<file path="src/rtl/issue_control.sv">
// Issue controller: scoreboard-based hazard check between decode and execute,
// with fetch hold across control flow and write drain ahead of halt.
module issue_control #(
  parameter int NUM_SREGS   = 32,
  parameter int NUM_PREGS   = 8,
  parameter int STALL_CNT_W = 16,
  parameter int REG_SEL     = $clog2(NUM_SREGS)
) (
  input  logic                   clk,
  input  logic                   rst_n,
  input  logic                   inst_valid,
  output logic                   inst_ready,
  input  logic                   is_branch,
  input  logic                   is_call,
  input  logic                   is_ret,
  input  logic                   halted,
  input  logic                   a_regbank_sel,
  input  logic                   a_from_regbank,
  input  logic [REG_SEL-1:0]     a_regbank_addr,
  input  logic                   b_regbank_sel,
  input  logic                   b_from_regbank,
  input  logic [REG_SEL-1:0]     b_regbank_addr,
  input  logic                   z_regbank_sel,
  input  logic [REG_SEL-1:0]     z_regbank_addr,
  input  logic                   ex_ready,
  output logic                   issue_valid,
  input  logic                   wb_valid,
  input  logic                   wb_regbank_sel,
  input  logic [REG_SEL-1:0]     wb_regbank_addr,
  input  logic                   br_resolved,
  output logic                   fetch_hold,
  output logic                   core_halted,
  output logic [STALL_CNT_W-1:0] stall_cycles
);

  localparam int   PSEL_W = $clog2(NUM_PREGS);
  localparam logic S_REGS = 1'b0;
  localparam logic P_REGS = 1'b1;

  typedef enum logic [1:0] {RUN = 2'd0, BR_WAIT = 2'd1, DRAIN = 2'd2, HALTED = 2'd3} state_t;

  state_t                 state_q, state_d;
  logic [NUM_SREGS-1:0]   s_busy_q, s_busy_d;
  logic [NUM_PREGS-1:0]   p_busy_q, p_busy_d;
  logic [STALL_CNT_W-1:0] stall_q, stall_d;

  logic writes_z, is_ctrl, hazard, sb_clear, sb_clear_next, fire;

  function automatic logic busy_of(input logic                 sel,
                                   input logic [REG_SEL-1:0]   addr,
                                   input logic [NUM_SREGS-1:0] s_bits,
                                   input logic [NUM_PREGS-1:0] p_bits);
    if (sel == P_REGS) return p_bits[addr[PSEL_W-1:0]];
    return s_bits[addr];
  endfunction

  assign writes_z = !(is_branch || is_ret || halted);
  assign is_ctrl  = is_branch || is_call || is_ret;
  assign sb_clear = (~|s_busy_q) && (~|p_busy_q);

  // Hazards look only at registered busy bits; a same-cycle write-back is not bypassed.
  assign hazard = (a_from_regbank && busy_of(a_regbank_sel, a_regbank_addr, s_busy_q, p_busy_q))
               || (b_from_regbank && busy_of(b_regbank_sel, b_regbank_addr, s_busy_q, p_busy_q))
               || (writes_z       && busy_of(z_regbank_sel, z_regbank_addr, s_busy_q, p_busy_q));

  assign fire = (state_q == RUN) && inst_valid && ex_ready && !hazard && (!halted || sb_clear);

  // Clear from write-back first, then set from issue, so a collision leaves the bit set.
  always_comb begin
    s_busy_d = s_busy_q;
    p_busy_d = p_busy_q;
    if (wb_valid) begin
      if (wb_regbank_sel == P_REGS) p_busy_d[wb_regbank_addr[PSEL_W-1:0]] = 1'b0;
      else                          s_busy_d[wb_regbank_addr]             = 1'b0;
    end
    if (fire && writes_z) begin
      if (z_regbank_sel == P_REGS) p_busy_d[z_regbank_addr[PSEL_W-1:0]] = 1'b1;
      else                         s_busy_d[z_regbank_addr]             = 1'b1;
    end
  end

  assign sb_clear_next = (~|s_busy_d) && (~|p_busy_d);

  always_comb begin
    stall_d = stall_q;
    if (inst_valid && !fire && (stall_q != '1)) stall_d = stall_q + 1'b1;
  end

  always_ff @(posedge clk or negedge rst_n) begin
    if (!rst_n) begin
      state_q  <= RUN;
      s_busy_q <= '0;
      p_busy_q <= '0;
      stall_q  <= '0;
    end else begin
      state_q  <= state_d;
      s_busy_q <= s_busy_d;
      p_busy_q <= p_busy_d;
      stall_q  <= stall_d;
    end
  end

  // DRAIN leaves as soon as the post-write-back scoreboard is empty, so HALT issues the next cycle.
  always_comb begin
    state_d = state_q;
    case (state_q)
      RUN: begin
        if (fire && is_ctrl)                          state_d = BR_WAIT;
        else if (fire && halted)                      state_d = HALTED;
        else if (inst_valid && halted && !sb_clear)   state_d = DRAIN;
      end
      BR_WAIT: if (br_resolved)   state_d = RUN;
      DRAIN:   if (sb_clear_next) state_d = RUN;
      HALTED:  state_d = HALTED;
      default: state_d = RUN;
    endcase
  end

  always_comb begin
    inst_ready   = fire;
    issue_valid  = fire;
    fetch_hold   = (state_q != RUN) || (fire && (is_ctrl || halted));
    core_halted  = (state_q == HALTED);
    stall_cycles = stall_q;
  end

endmodule

</file>
<file path="config.mk">
export PLATFORM = sky130hd
export DESIGN_NAME = issue_control
export DESIGN_NICKNAME = d
export VERILOG_FILES = /design/src/rtl/issue_control.sv
export SDC_FILE = /design/constraint.sdc
export NUM_CORES = 1
export LEC_CHECK = 0
export BUFFER_PORTS_ARGS = -buffer_cell sky130_fd_sc_hd__buf_2
export CORE_MARGIN = 10
export CORE_UTILIZATION = 53
export CTS_BUF_LIST = sky130_fd_sc_hd__clkbuf_16
export DETAILED_ROUTE_END_ITERATION = 10
export HOLD_SLACK_MARGIN = 0.1
export PLACE_DENSITY = 0.77
export SLEW_MARGIN = 20
export SYNTH_ARGS = -nofsm -noshare
export SYNTH_HDL_FRONTEND = slang
export SYNTH_SLANG_ARGS = --single-unit
</file>
<file path="constraint.sdc">
create_clock -name clk -period 4.9 [get_ports clk]
set_clock_uncertainty 0.05 [all_clocks]
set_input_delay 1.47 -clock clk [delete_from_list [all_inputs] [get_ports clk]]
set_output_delay 1.47 -clock clk [all_outputs]
set_load 0.005 [all_outputs]
</file>
=== Word level (Yosys, flattened, before mapping) ===
Index checks and enable logic that the tools add are counted.

* Flip-flop bits (word level): 58
* Input port bits: 36
* Output and inout port bits: 20

* Add/subtract/negate cells: 1
* $lt $le $gt $ge: 12
* Equal/unequal tests: 7
* Mux-type cells: 43
* Bitwise gates (word level): 6
* Reduce and logical (&&, ||, !) cells: 46

{| class="wikitable"
|+ Operator list
! operator !! number
|-
| two-way mux 32 bit || 4
|-
| OR reduction 32 bit || 2
|-
| AND 32 bit || 1
|-
| two-way mux 8 bit || 4
|-
| inverter 32 bit || 1
|-
| bitwise OR 32 bit || 1
|-
| < comparator 5 x 6 -> 1 bit, second input constant || 4
|-
| logical AND 1 bit || 21
|-
| two-way mux 1 bit || 19
|-
| adder 16 x 1 -> 16 bit, second input constant || 1
|-
| < comparator 3 x 4 -> 1 bit, second input constant || 4
|-
| inequality test 16 bit, second input constant || 1
|-
| OR reduction 8 bit || 2
|-
| binary-select mux 1 bit (select 5 bit) || 3
|-
| demux 1 bit (select 5 bit) || 2
|-
| >= comparator 5 x 1 -> 1 bit, second input constant || 2
|-
| two-way mux 2 bit || 5
|-
| binary-select mux 1 bit (select 3 bit) || 3
|-
| logical NOT 1 bit || 9
|-
| logical OR 1 bit || 9
|-
| AND 8 bit || 1
|-
| inverter 8 bit || 1
|-
| bitwise OR 8 bit || 1
|-
| case mux 2 bit (4 select lines) || 1
|-
| other kinds (9) || 13
|}

=== Logic depth before layout (Yosys ltp) ===
* Word-level depth: 17
* Gate-level depth with buffers: 12

=== Worst setup path before layout ===
Ideal clock, no wire load.

* Kind: in2out
* Start: input b_regbank_addr[0]
* End: output fetch_hold
* Arrival: 3,430 ps
* Setup slack: -50 ps
* Stages on the path: 9
* Path buffers: 1
* Cell sequence: buf_2 mux4_2 nand2b_1 a41oi_1 o21ai_1 o21ai_1 and3_1 a21boi_1 nand2b_1

* Word-level cells in the longest chain between the ends: 12

{| class="wikitable"
|+ Ends and longest elaborated chain
! item !! line !! text
|-
| from (decl) || 22 || <nowiki>input logic [REG_SEL-1:0] b_regbank_addr,</nowiki>
|-
| parallel branches: the longest is 3 deep, another holds binary-select mux 1 bit (select 5 bit) || -- ||
|-
| two-way mux 1 bit * || 54 || <nowiki>return s_bits[addr];</nowiki>
|-
| logical AND 1 bit * || 63 || <nowiki>|| (b_from_regbank && busy_of(b_regbank_sel, b_regbank_addr, s_busy_q, p_busy_q))</nowiki>
|-
| logical OR 1 bit * || 63 ||
|-
| logical OR 1 bit * || 64 || <nowiki>|| (writes_z && busy_of(z_regbank_sel, z_regbank_addr, s_busy_q, p_busy_q));</nowiki>
|-
| logical NOT 1 bit * || 66 || <nowiki>assign fire = (state_q == RUN) && inst_valid && ex_ready && !hazard && (!halted || sb_clear);</nowiki>
|-
| logical AND 1 bit * (2 in a row) || 66 ||
|-
| via inst_ready || 12 || <nowiki>output logic inst_ready,</nowiki>
|-
| logical AND 1 bit * || 122 || <nowiki>fetch_hold = (state_q != RUN) || (fire && (is_ctrl || halted));</nowiki>
|-
| logical OR 1 bit * || 122 ||
|-
| to (decl) || 31 || <nowiki>output logic fetch_hold,</nowiki>
|}

Mark *: on every way through the listed nets, which the timed path passes. The select of a mux whose other input is x is not followed.

=== Worst setup path in the final report ===
* Start: input z_regbank_addr[0]
* End: output fetch_hold

* Word-level cells in the longest chain between the ends: 11

{| class="wikitable"
|+ Ends and longest elaborated chain
! item !! line !! text
|-
| from (decl) || 24 || <nowiki>input logic [REG_SEL-1:0] z_regbank_addr,</nowiki>
|-
| parallel branches: the longest is 3 deep, another holds binary-select mux 1 bit (select 5 bit) || -- ||
|-
| two-way mux 1 bit * || 54 ||
|-
| logical AND 1 bit * || 64 ||
|-
| logical OR 1 bit * || 64 ||
|-
| logical NOT 1 bit * || 66 ||
|-
| logical AND 1 bit * (2 in a row) || 66 ||
|-
| logical AND 1 bit * || 122 ||
|-
| logical OR 1 bit * || 122 ||
|}

Mark *: on every way between the ends. The select of a mux whose other input is x is not followed.

==> impl_metrics.toml <==
[die]
dieWidth_um = 109
pin_count = 56
start_util_pct = 54.6
fp.coreArea_mm2 = 0.00777
std_cell_rows = 32
die_area_mm2 = 0.0120
die_height_um = 109

[critical_path]
r2r_slack_ns = 1.49
worst_r2r_path_depth = 9
cpMaxStageDelayCell = "mux4_2"
path_max_fanout = 5
slowest_delay_ns = 0.53
worstPathArrival_ns = 3.57
startpoint_type = "input port"
crit_buf_inv = 2
critical-path-top-delay-family = "compound AO/OA/AOI/OAI gates"
crit_chain = "buf_8 > mux4_2 > a32oi_4 > o311ai_4 > o32ai_4 > o21a_1 > and3_4 > a21boi_4 > nand2b_4 > buf_6"
timing.rr.start = "state_q[0]$_DFFE_PN0P_"
worstPathRequired_ns = 3.38
crit_path_end_kind = "primary output"
crit_type = "in -> out"
r2r_end = "state_q[1]$_DFFE_PN0P_"

[yosys]
ys.flop_type = "dfrtp_1"
ys_types = 59
synth_cells = 463
yosys.area_share.simple_pct = 22.5
synth_commonest_cells = "58 x dfrtp_1, 56 x o21ai_0, 32 x mux2i_1, 32 x nand2_1, 21 x o21ai_1"
synth-xor-area-share_pct = 3.30
avgSynthCellArea_um2 = 9.16
ys_seq_area_share_pct = 34.2
synth-edff-count = 0
yosys_warnings = 0
synth_top_family_by_area = "simple AND/OR/NAND/NOR gates"
synth_mux_area_share_pct = 16.8
syn-num-nets = 500
mappedNetlistArea_mm2 = 0.00424
ys_seq_elements = 58
yosysTopAreaCellShare_pct = 34.2
synthArstFlopShare_pct = 100
synth_compound_area_share_pct = 19.1
synth_fa_ha_area_share_pct = 0.295
synthTopCellsByArea = "dfrtp_1 34%, mux4_2 8.0%, mux2i_1 7.6%, o21ai_0 6.6%, nand2_1 2.8%"
yosysMostFrequentCell = "dfrtp_1"
yosysTopAreaCell = "dfrtp_1"

[timing]
setup_viol_count_final = 3
finalHoldViolCount = 0
fin_crit_ns = 5.09
period_share_pct = 104
drv_slew = 0
tightest_slew_ns = 0.791
rsz0062_at_grt = "yes"
finalSetupTns_ns = -0.222
slew_headroom_pct = 46.8
fmax_ghz = 0.196
holdWs_ns = 0.446
fin_ws_ns = -0.191

[clock_tree]
tritoncts = "yes"
cts_buffers = 9
clk_pin_slew_worst_paths_ns = 0.05
clock-sinks = 58
cts-root-buf = "clkbuf_16"
hold_buffers = 0
clkLatencyLatePin_ns = 0.32
cts_max_level = 3
clock_tree.buffer_depth = 2

[hold_path]
min_from = "stall_cycles[15]$_DFFE_PN0P_"
whs_endpoint = "stall_cycles[15]$_DFFE_PN0P_"
hold_class = "reg -> reg"
hold_path_depth = 1

[detailed_routing]
vias_per_cell = 6.79
route.vias.total = 4399
drt_first_pass_iters = 8
ant_nets = 0
drt_iter0_drc = 369
drt-wirelength-per-cell_um = 24.8
drc_errors = 0
drt_wl_total_mm = 16.1

[global_route]
grt_use_total_pct = 27.4
grt_pass1_wl_mm = 25.0
antenna_found_initial = 0
grt-ovfl-total = 0
grt_max_degree = 37
first_global_vias = 4492

[layout]
nets = 578
layout-drive-gt1-share_pct = 24.9
diodes = 0
syn_to_final_growth_pct = 22.8

[pwr]
power.leakage_nw = 2.34
max-vdd-ir-drop_v = 0.000236
p_total_mw = 1.64
power_density_mw_per_mm2 = 314

[placement]
post-dp-hpwl_mm = 12.1
port_buffers = 55
place_congestion = 1.05

[status]
violations = "negative setup slack"
status = "finished with violations"

[flow_run]
max_cap_violations = 0
[final cells by class]
type                            instances  area, um^2
Multi-Input combinational cell        372        2690
Inverter                                7        26.3
Timing Repair Buffer                   93         602
Clock buffer                            9         225
Sequential cell                        58        1450
Clock inverter                          7        85.1
Tap cell                              102         128
Fill cell                             651        2560
[placed cells by master (no fill, tap or decap), types with 5 or more instances in the layout]
cell type | Yosys | layout
nor4_1 | 13 | 13
dfrtp_1 | 58 | 58
nor2b_1 | 10 | 10
nand2_1 | 32 | 32
and3_1 | 10 | 9
nand4_1 | 16 | 16
nor3_1 | 8 | 8
o21ai_0 | 56 | 56
nand2b_1 | 13 | 12
xor2_1 | 8 | 8
inv_1 | 7 | 8
buf_2 | 7 | 51
nor2_1 | 18 | 18
o31ai_1 | 7 | 7
a22oi_1 | 6 | 6
mux2i_1 | 32 | 32
buf_4 | 6 | 37
o22ai_1 | 6 | 6
nand3b_1 | 5 | 5
clkbuf_16 | 0 | 9
o21ai_1 | 21 | 20
or3_1 | 5 | 5
xnor2_1 | 8 | 8
nand3_1 | 18 | 18
mux4_2 | 15 | 15
a21oi_1 | 9 | 9
[metal layers]
layer / share of wire, % / vias up / wire (um) / global-route usage [%]
met1: 38 / 2079 / 6080 / 32.5
met3: 12 / 80 / 1900 / 8.07
met2: 44 / 303 / 7040 / 43.2
met4: 6.4 / 0 / 1020 / 16.2
li1: - / 1937 / - / -
met5: 0 / - / 0 / 0
[worst register-to-register path: cells and delay by family (launching register included)]
family / cells / cell delay, ns
flip-flops: 1 / 0.46
AND/OR/NAND/NOR: 4 / 1.50
buffers and inverters: 1 / 0.22
AO/OA/AOI/OAI: 4 / 1.13
[stage by stage]
stage	instance area (um^2)	utilization, %	std cells	worst slack (ns)
final	5210	67.1	648	-0.191
after global routing	5210	67.1	648	-0.280
after CTS	5150	66.4	646	-0.118
after detailed placement	4780	61.5	627	-0.304
after global placement	4780	61.5	627	-0.231
after floorplan	4240	-	463	0.0204
[report_power, final]
part,internal [mW],switching (mW)
sequential,0.521,0.0647
clock,0.439,0.217
combinational,0.193,0.202
total,1.15,0.483
[repair_timing]
item,in CTS,in global routing
gates resized for setup,10,5
hold endpoints to repair,0,0
pin swaps,4,4
endpoints found under the setup margin,3,3
setup buffers,3,3
[cells by family (layout without fill, tap and decap cells)]
logic type	count (synthesis)	count (layout)
simple gates	172	172
compound gates	131	131
flops	58	58
mux	52	52
buf+inv	33	116
xor+xnor	16	16
fa+ha+maj	1	1
[worst max-delay path by stage]
stage,end,depth (start not counted),from
final,fetch_hold,10,z_regbank_addr[0]
after floorplan,fetch_hold,9,b_regbank_addr[0]
after global placement,fetch_hold,10,z_regbank_addr[0]
after detailed placement,fetch_hold,10,z_regbank_addr[0]
after global routing,fetch_hold,10,z_regbank_addr[0]
after CTS,fetch_hold,10,z_regbank_addr[0]
[state kept, by name, summed over array words and instances, names as in the netlist]
signal,count
s_busy_q,32
p_busy_q,8
state_q,2
stall_cycles,16
Note: power is estimated with default switching activity, not from simulation.
